File: src/rtl/swap_sort_pkg.sv
// Shared types and sizing helpers for the swap-based sorting engine.
// Default parameters live here so the controller and benches agree on them.
package swap_sort_pkg;

  typedef enum logic [1:0] {
    LOAD,
    SORT,
    DRAIN
  } state_t;

  localparam int DEF_WIDTH = 8;
  localparam int DEF_DEPTH = 8;

  // Index width for a frame of the given depth; never narrower than one bit.
  function automatic int idx_width(input int depth);
    return (depth > 1) ? $clog2(depth) : 1;
  endfunction

endpackage

File: src/rtl/data_swapper.sv
// Combinational two-word exchanger: passes the pair straight through,
// or crossed over when swap_en is high.
module data_swapper #(
  parameter int N = 8
) (
  input  logic [N-1:0] in1,
  input  logic [N-1:0] in2,
  input  logic         swap_en,
  output logic [N-1:0] out1,
  output logic [N-1:0] out2
);

  assign out1 = swap_en ? in2 : in1;
  assign out2 = swap_en ? in1 : in2;

endmodule

File: src/rtl/swap_sort_ctrl.sv
// Frame sorter: loads DEPTH words, bubble-sorts them in place one adjacent
// pair per cycle through a single data_swapper, then streams them out.
module swap_sort_ctrl
  import swap_sort_pkg::*;
#(
  parameter int N      = DEF_WIDTH,
  parameter int DEPTH  = DEF_DEPTH,
  parameter int ASCEND = 1
) (
  input  logic         clk,
  input  logic         rst_n,
  input  logic         in_valid,
  output logic         in_ready,
  input  logic [N-1:0] in_data,
  output logic         out_valid,
  input  logic         out_ready,
  output logic [N-1:0] out_data,
  output logic         busy,
  output logic         done
);

  localparam int IDX_W = idx_width(DEPTH);
  localparam logic [IDX_W-1:0] LAST_IDX = IDX_W'(DEPTH - 1);
  localparam logic [IDX_W-1:0] PAIR_IDX = IDX_W'(DEPTH - 2);

  state_t           state, next_state;
  logic [N-1:0]     mem [DEPTH];
  logic [IDX_W-1:0] wr_idx, rd_idx, cmp_idx, cmp_nxt, pass_cnt;
  logic             swapped;

  logic [N-1:0]     swap_in1, swap_in2, swap_out1, swap_out2;
  logic             swap_en;
  logic             in_fire, out_fire, pass_end, sort_exit;

  assign cmp_nxt  = cmp_idx + IDX_W'(1);
  assign swap_in1 = mem[cmp_idx];
  assign swap_in2 = mem[cmp_nxt];

  // Strict unsigned compare, so equal words stay put and the sort is stable.
  assign swap_en  = (state == SORT) &&
                    ((ASCEND != 0) ? (swap_in1 > swap_in2) : (swap_in1 < swap_in2));

  data_swapper #(.N(N)) u_swapper (
    .in1     (swap_in1),
    .in2     (swap_in2),
    .swap_en (swap_en),
    .out1    (swap_out1),
    .out2    (swap_out2)
  );

  assign in_fire   = in_valid && in_ready;
  assign out_fire  = out_valid && out_ready;
  assign pass_end  = (cmp_idx == PAIR_IDX);
  // A clean pass, or the pass cap, ends the sort; this cycle's swap counts.
  assign sort_exit = pass_end && (!(swapped || swap_en) || (pass_cnt == PAIR_IDX));
  assign out_data  = (state == DRAIN) ? mem[rd_idx] : '0;

  always_ff @(posedge clk or negedge rst_n) begin
    if (!rst_n) state <= LOAD;
    else        state <= next_state;
  end

  always_comb begin
    next_state = state;
    in_ready   = 1'b0;
    out_valid  = 1'b0;
    busy       = 1'b0;
    case (state)
      LOAD: begin
        in_ready = 1'b1;
        if (in_valid && (wr_idx == LAST_IDX)) next_state = SORT;
      end
      SORT: begin
        busy = 1'b1;
        if (sort_exit) next_state = DRAIN;
      end
      DRAIN: begin
        busy      = 1'b1;
        out_valid = 1'b1;
        if (out_ready && (rd_idx == LAST_IDX)) next_state = LOAD;
      end
      default: next_state = LOAD;
    endcase
  end

  always_ff @(posedge clk or negedge rst_n) begin
    if (!rst_n) begin
      for (int i = 0; i < DEPTH; i++) mem[i] <= '0;
      wr_idx   <= '0;
      rd_idx   <= '0;
      cmp_idx  <= '0;
      pass_cnt <= '0;
      swapped  <= 1'b0;
      done     <= 1'b0;
    end else begin
      done <= out_fire && (rd_idx == LAST_IDX);
      case (state)
        LOAD: begin
          if (in_fire) begin
            mem[wr_idx] <= in_data;
            if (wr_idx == LAST_IDX) begin
              wr_idx   <= '0;
              cmp_idx  <= '0;
              pass_cnt <= '0;
              swapped  <= 1'b0;
            end else begin
              wr_idx <= wr_idx + IDX_W'(1);
            end
          end
        end
        SORT: begin
          mem[cmp_idx] <= swap_out1;
          mem[cmp_nxt] <= swap_out2;
          if (pass_end && !sort_exit) begin
            pass_cnt <= pass_cnt + IDX_W'(1);
            cmp_idx  <= '0;
            swapped  <= 1'b0;
          end else begin
            swapped <= swapped || swap_en;
            if (!pass_end) cmp_idx <= cmp_nxt;
          end
        end
        DRAIN: begin
          if (out_fire) begin
            rd_idx <= (rd_idx == LAST_IDX) ? '0 : rd_idx + IDX_W'(1);
          end
        end
        default: ;
      endcase
    end
  end

endmodule

File: config.mk
export PLATFORM = sky130hd
export DESIGN_NAME = swap_sort_ctrl
export DESIGN_NICKNAME = d
export VERILOG_FILES = /design/src/rtl/swap_sort_pkg.sv /design/src/rtl/data_swapper.sv /design/src/rtl/swap_sort_ctrl.sv
export SDC_FILE = /design/constraint.sdc
export NUM_CORES = 1
export LEC_CHECK = 0
export ABC_AREA = 1
export CAP_MARGIN = 20
export CELL_PAD_IN_SITES_DETAIL_PLACEMENT = 0
export CELL_PAD_IN_SITES_GLOBAL_PLACEMENT = 2
export CORE_MARGIN = 2
export CORE_UTILIZATION = 33
export DETAILED_ROUTE_END_ITERATION = 12
export GPL_TIMING_DRIVEN = 0
export HOLD_SLACK_MARGIN = 0.12
export PLACE_DENSITY = 0.93
export SLEW_MARGIN = 20
export SYNTH_ARGS = -nofsm -noshare
export SYNTH_HDL_FRONTEND = slang
export SYNTH_SLANG_ARGS = --single-unit
File: constraint.sdc
create_clock -name clk -period 3.6 [get_ports clk]
set_input_delay 0.72 -clock clk [delete_from_list [all_inputs] [get_ports clk]]
set_output_delay 0.72 -clock clk [all_outputs]
set_load 0.1 [all_outputs]
==> impl_metrics.toml <==
[logic_synthesis]
synth_edf_count = 0
syn_inst = 1299
synth_area_per_cell_sq_um = 5.733
synth_area_sq_um = 7447
ys_seq_area_frac = 0.2688
synthAdderAreaFrac = 0.03192
synth.most_common_cell = "nand2_1"
synthFlopType = "dfrtp_1"
synth_top_family_by_area = "simple AND/OR/NAND/NOR gates"
syn_nets = 1330
synth_compound_area_frac = 0.1438
synthDistinctLibCells = 33
yosys.area.top_type = "nand2_1"
synth.top_cells.by_area = "nand2_1 (33%), dfrtp_1 (27%), a21oi_1 (8.9%)"
yosysWarnings = 0
synthSimpleGateAreaFrac = 0.4834
synth_common_cells = "nand2_1 (658), nor2_1 (143), a21oi_1 (133), dfrtp_1 (80), o21ai_0 (53)"
synth_xor_area_frac = 0
muxShareOfSynthArea = 0
async_reset_ff_frac = 1.000
synth-seq-cells = 80
synth_top_cell_area_share = 0.3317

[run]
max_cap_viol_count = 0

[clocking]
cts_root_buffer = "clkbuf_16"
clk_pin_slew_ns = 0.06
cts_tree = "done"
clk-insertion-delay-late_ns = 0.36
numCtsBuffers = 9
cts_hold_buf = 0
h-tree-depth = 3
cts_buffer_depth = 2
cts.sinks = 80

[grt]
grt_pass1_vias = 7812
grt_usage = 0.2787
grt_antenna_before_repair = 0
grt_overflow = 0
grt_pass1_wl_um = 49720
grt_max_degree = 42

[cells_and_area]
fin_nets = 1370
areaGrowthSynthToFinish_pct = 14.18
ff_latch_area_sq_um = 2004
nFillCells = 2431
multiInputGateArea_sq_um = 5012
drive_gt1_frac = 0.1086
diodes = 0

[sta]
finalHoldViolations = 0
worst_slew_pin_slew_ns = 1.169
finalMaxSlewViolations = 0
rsz0062_at_grt = "no"
finalSetupViolCount = 0
fmax_mhz = 286.7
skew_ns = 0.01442
max_slew_margin = 0.2175
period_needed_ns = 3.488
final_min_period_over_clock_period = 0.9690
worst_slack_ns = 0.1117

[worst_setup_path]
max_stage_delay_ns = 0.84
crit_type = "reg2out"
arrival_ns = 2.77
cp_num_buf_inv = 3
path_cells = "inv_1 -> clkbuf_1 -> nor2_1 -> o22ai_1 -> o21ai_0 -> a31oi_2 -> clkdlybuf4s15_1"
cp-start-kind = "register"
cp_max_fo = 10
critPathTopFamily = "buffers and inverters"
slowest_stage = "clkdlybuf4s15_1"
worstPathRequired_ns = 2.88
endpoint_kind = "output port"

[run_status]
status = "completed"

[placement]
dpl.hpwl_um = 24050
gp_congestion = 0.9465
place_ws_ns = -0.7530
io_buffers = 23

[route]
drt-initial-drc-count = 845
wl_um = 32970
viasPerCell = 5.392
vias = 8756
drcViolationCount = 0
first_pass_iters = 6
post_drt_wl_per_cell_um = 20.30
ant_nets = 0

[hold_path]
hold_class = "in2async"

[die]
rows = 54
die_y_um = 154.2
pin_count = 24
die-area_sq_um = 23790
start_util = 0.3391
die_width_um = 154.2
coreArea_sq_um = 21960
## cell usage in the layout, fill, tap and decap left out, types with 4 or more instances in the layout
cell type,instances
a31oi_1,5
clkdlybuf4s15_2,4
inv_2,12
o22ai_1,8
dfrtp_1,78
or2_2,5
o21ai_0,53
nand2_2,15
nand3_2,4
nor3_2,9
nand3b_1,5
nand2_4,12
buf_4,19
nor2_1,141
inv_1,45
ha_1,18
clkdlybuf4s50_1,14
clkbuf_1,13
nand2_1,655
nor3_4,7
buf_2,15
buf_6,8
a21oi_1,133
clkbuf_16,9
nand3_1,20
clkinv_2,4
## state kept, by name, indices dropped and copies added, names as in the netlist
register,count
wr_idx,3
rd_idx,3
done,1
pass_cnt,3
swapped,1
cmp_idx,3
state,2
mem,64
## area by class of cell
class	count	share of cell area
Tap cell	280	0.04120
Inverter	62	0.02928
Timing Repair Buffer	30	0.03370
Clock inverter	6	0.005886
Sequential cell	80	0.2357
Multi-Input combinational cell	1105	0.5895
Buffer	51	0.03664
Clock buffer	10	0.02810
## repair_timing
action | CTS | global route
pin swaps | 1 | 3
gates resized for setup | 42 | 19
hold endpoints to repair | 0 | 0
buffers inserted | 2 | 4
endpoints found under the setup margin | 81 | 76
## path summary, 6_finish.rpt
kind,startpoint,end,slack (ns),cells past startpoint
worst max-delay path,rd_idx[0]$_DFFE_PN0P_,out_data[7],0.11,7
worst min-delay path,rst_n,done$_DFF_PN0_,0.30,1
worst max register to register,cmp_idx[0]$_DFFE_PN0P_,mem[14]$_DFFE_PN0P_,0.17,21
worst min register to register,pass_cnt[1]$_DFFE_PN0P_,pass_cnt[1]$_DFFE_PN0P_,0.53,2
max in group asynchronous,rst_n,mem[44]$_DFFE_PN0P_,2.72,2
min in group clk,pass_cnt[1]$_DFFE_PN0P_,pass_cnt[1]$_DFFE_PN0P_,0.53,2
## kinds of logic (layout without fill, tap and decap cells)
family / Yosys count / in the layout
adder cells (fa/ha/maj): 19 / 19
buffers and inverters: 114 / 159
flip-flops: 80 / 80
AND/OR/NAND/NOR: 879 / 879
AO/OA/AOI/OAI: 207 / 207
## per-stage QoR
step | instances | TNS (ns) | hold slack [ns] | cell area (sq um) | utilization
floorplan | 1299 | -1.570 | 0.4244 | 7466 | -
global placement | 1602 | -174.03 | 0.5028 | 8046 | 0.3664
detailed placement | 1603 | -50.49 | 0.5122 | 8070 | 0.3675
CTS | 1620 | 0 | 0.3108 | 8444 | 0.3846
global route | 1624 | 0 | 0.3233 | 8503 | 0.3872
finish | 1624 | 0 | 0.2961 | 8503 | 0.3872
## metal layers
layer | global-route usage | share of wire | up-vias
li1 | - | - | 4185
met1 | 0.4083 | 0.44 | 4056
met2 | 0.4155 | 0.42 | 459
met3 | 0.03951 | 0.10 | 56
met4 | 0.1032 | 0.039 | 0
met5 | 0 | 0 | -
Power is left out: the tool's default activity adds up to more than one toggle a clock period on the data nets, which glitch-free logic cannot reach.
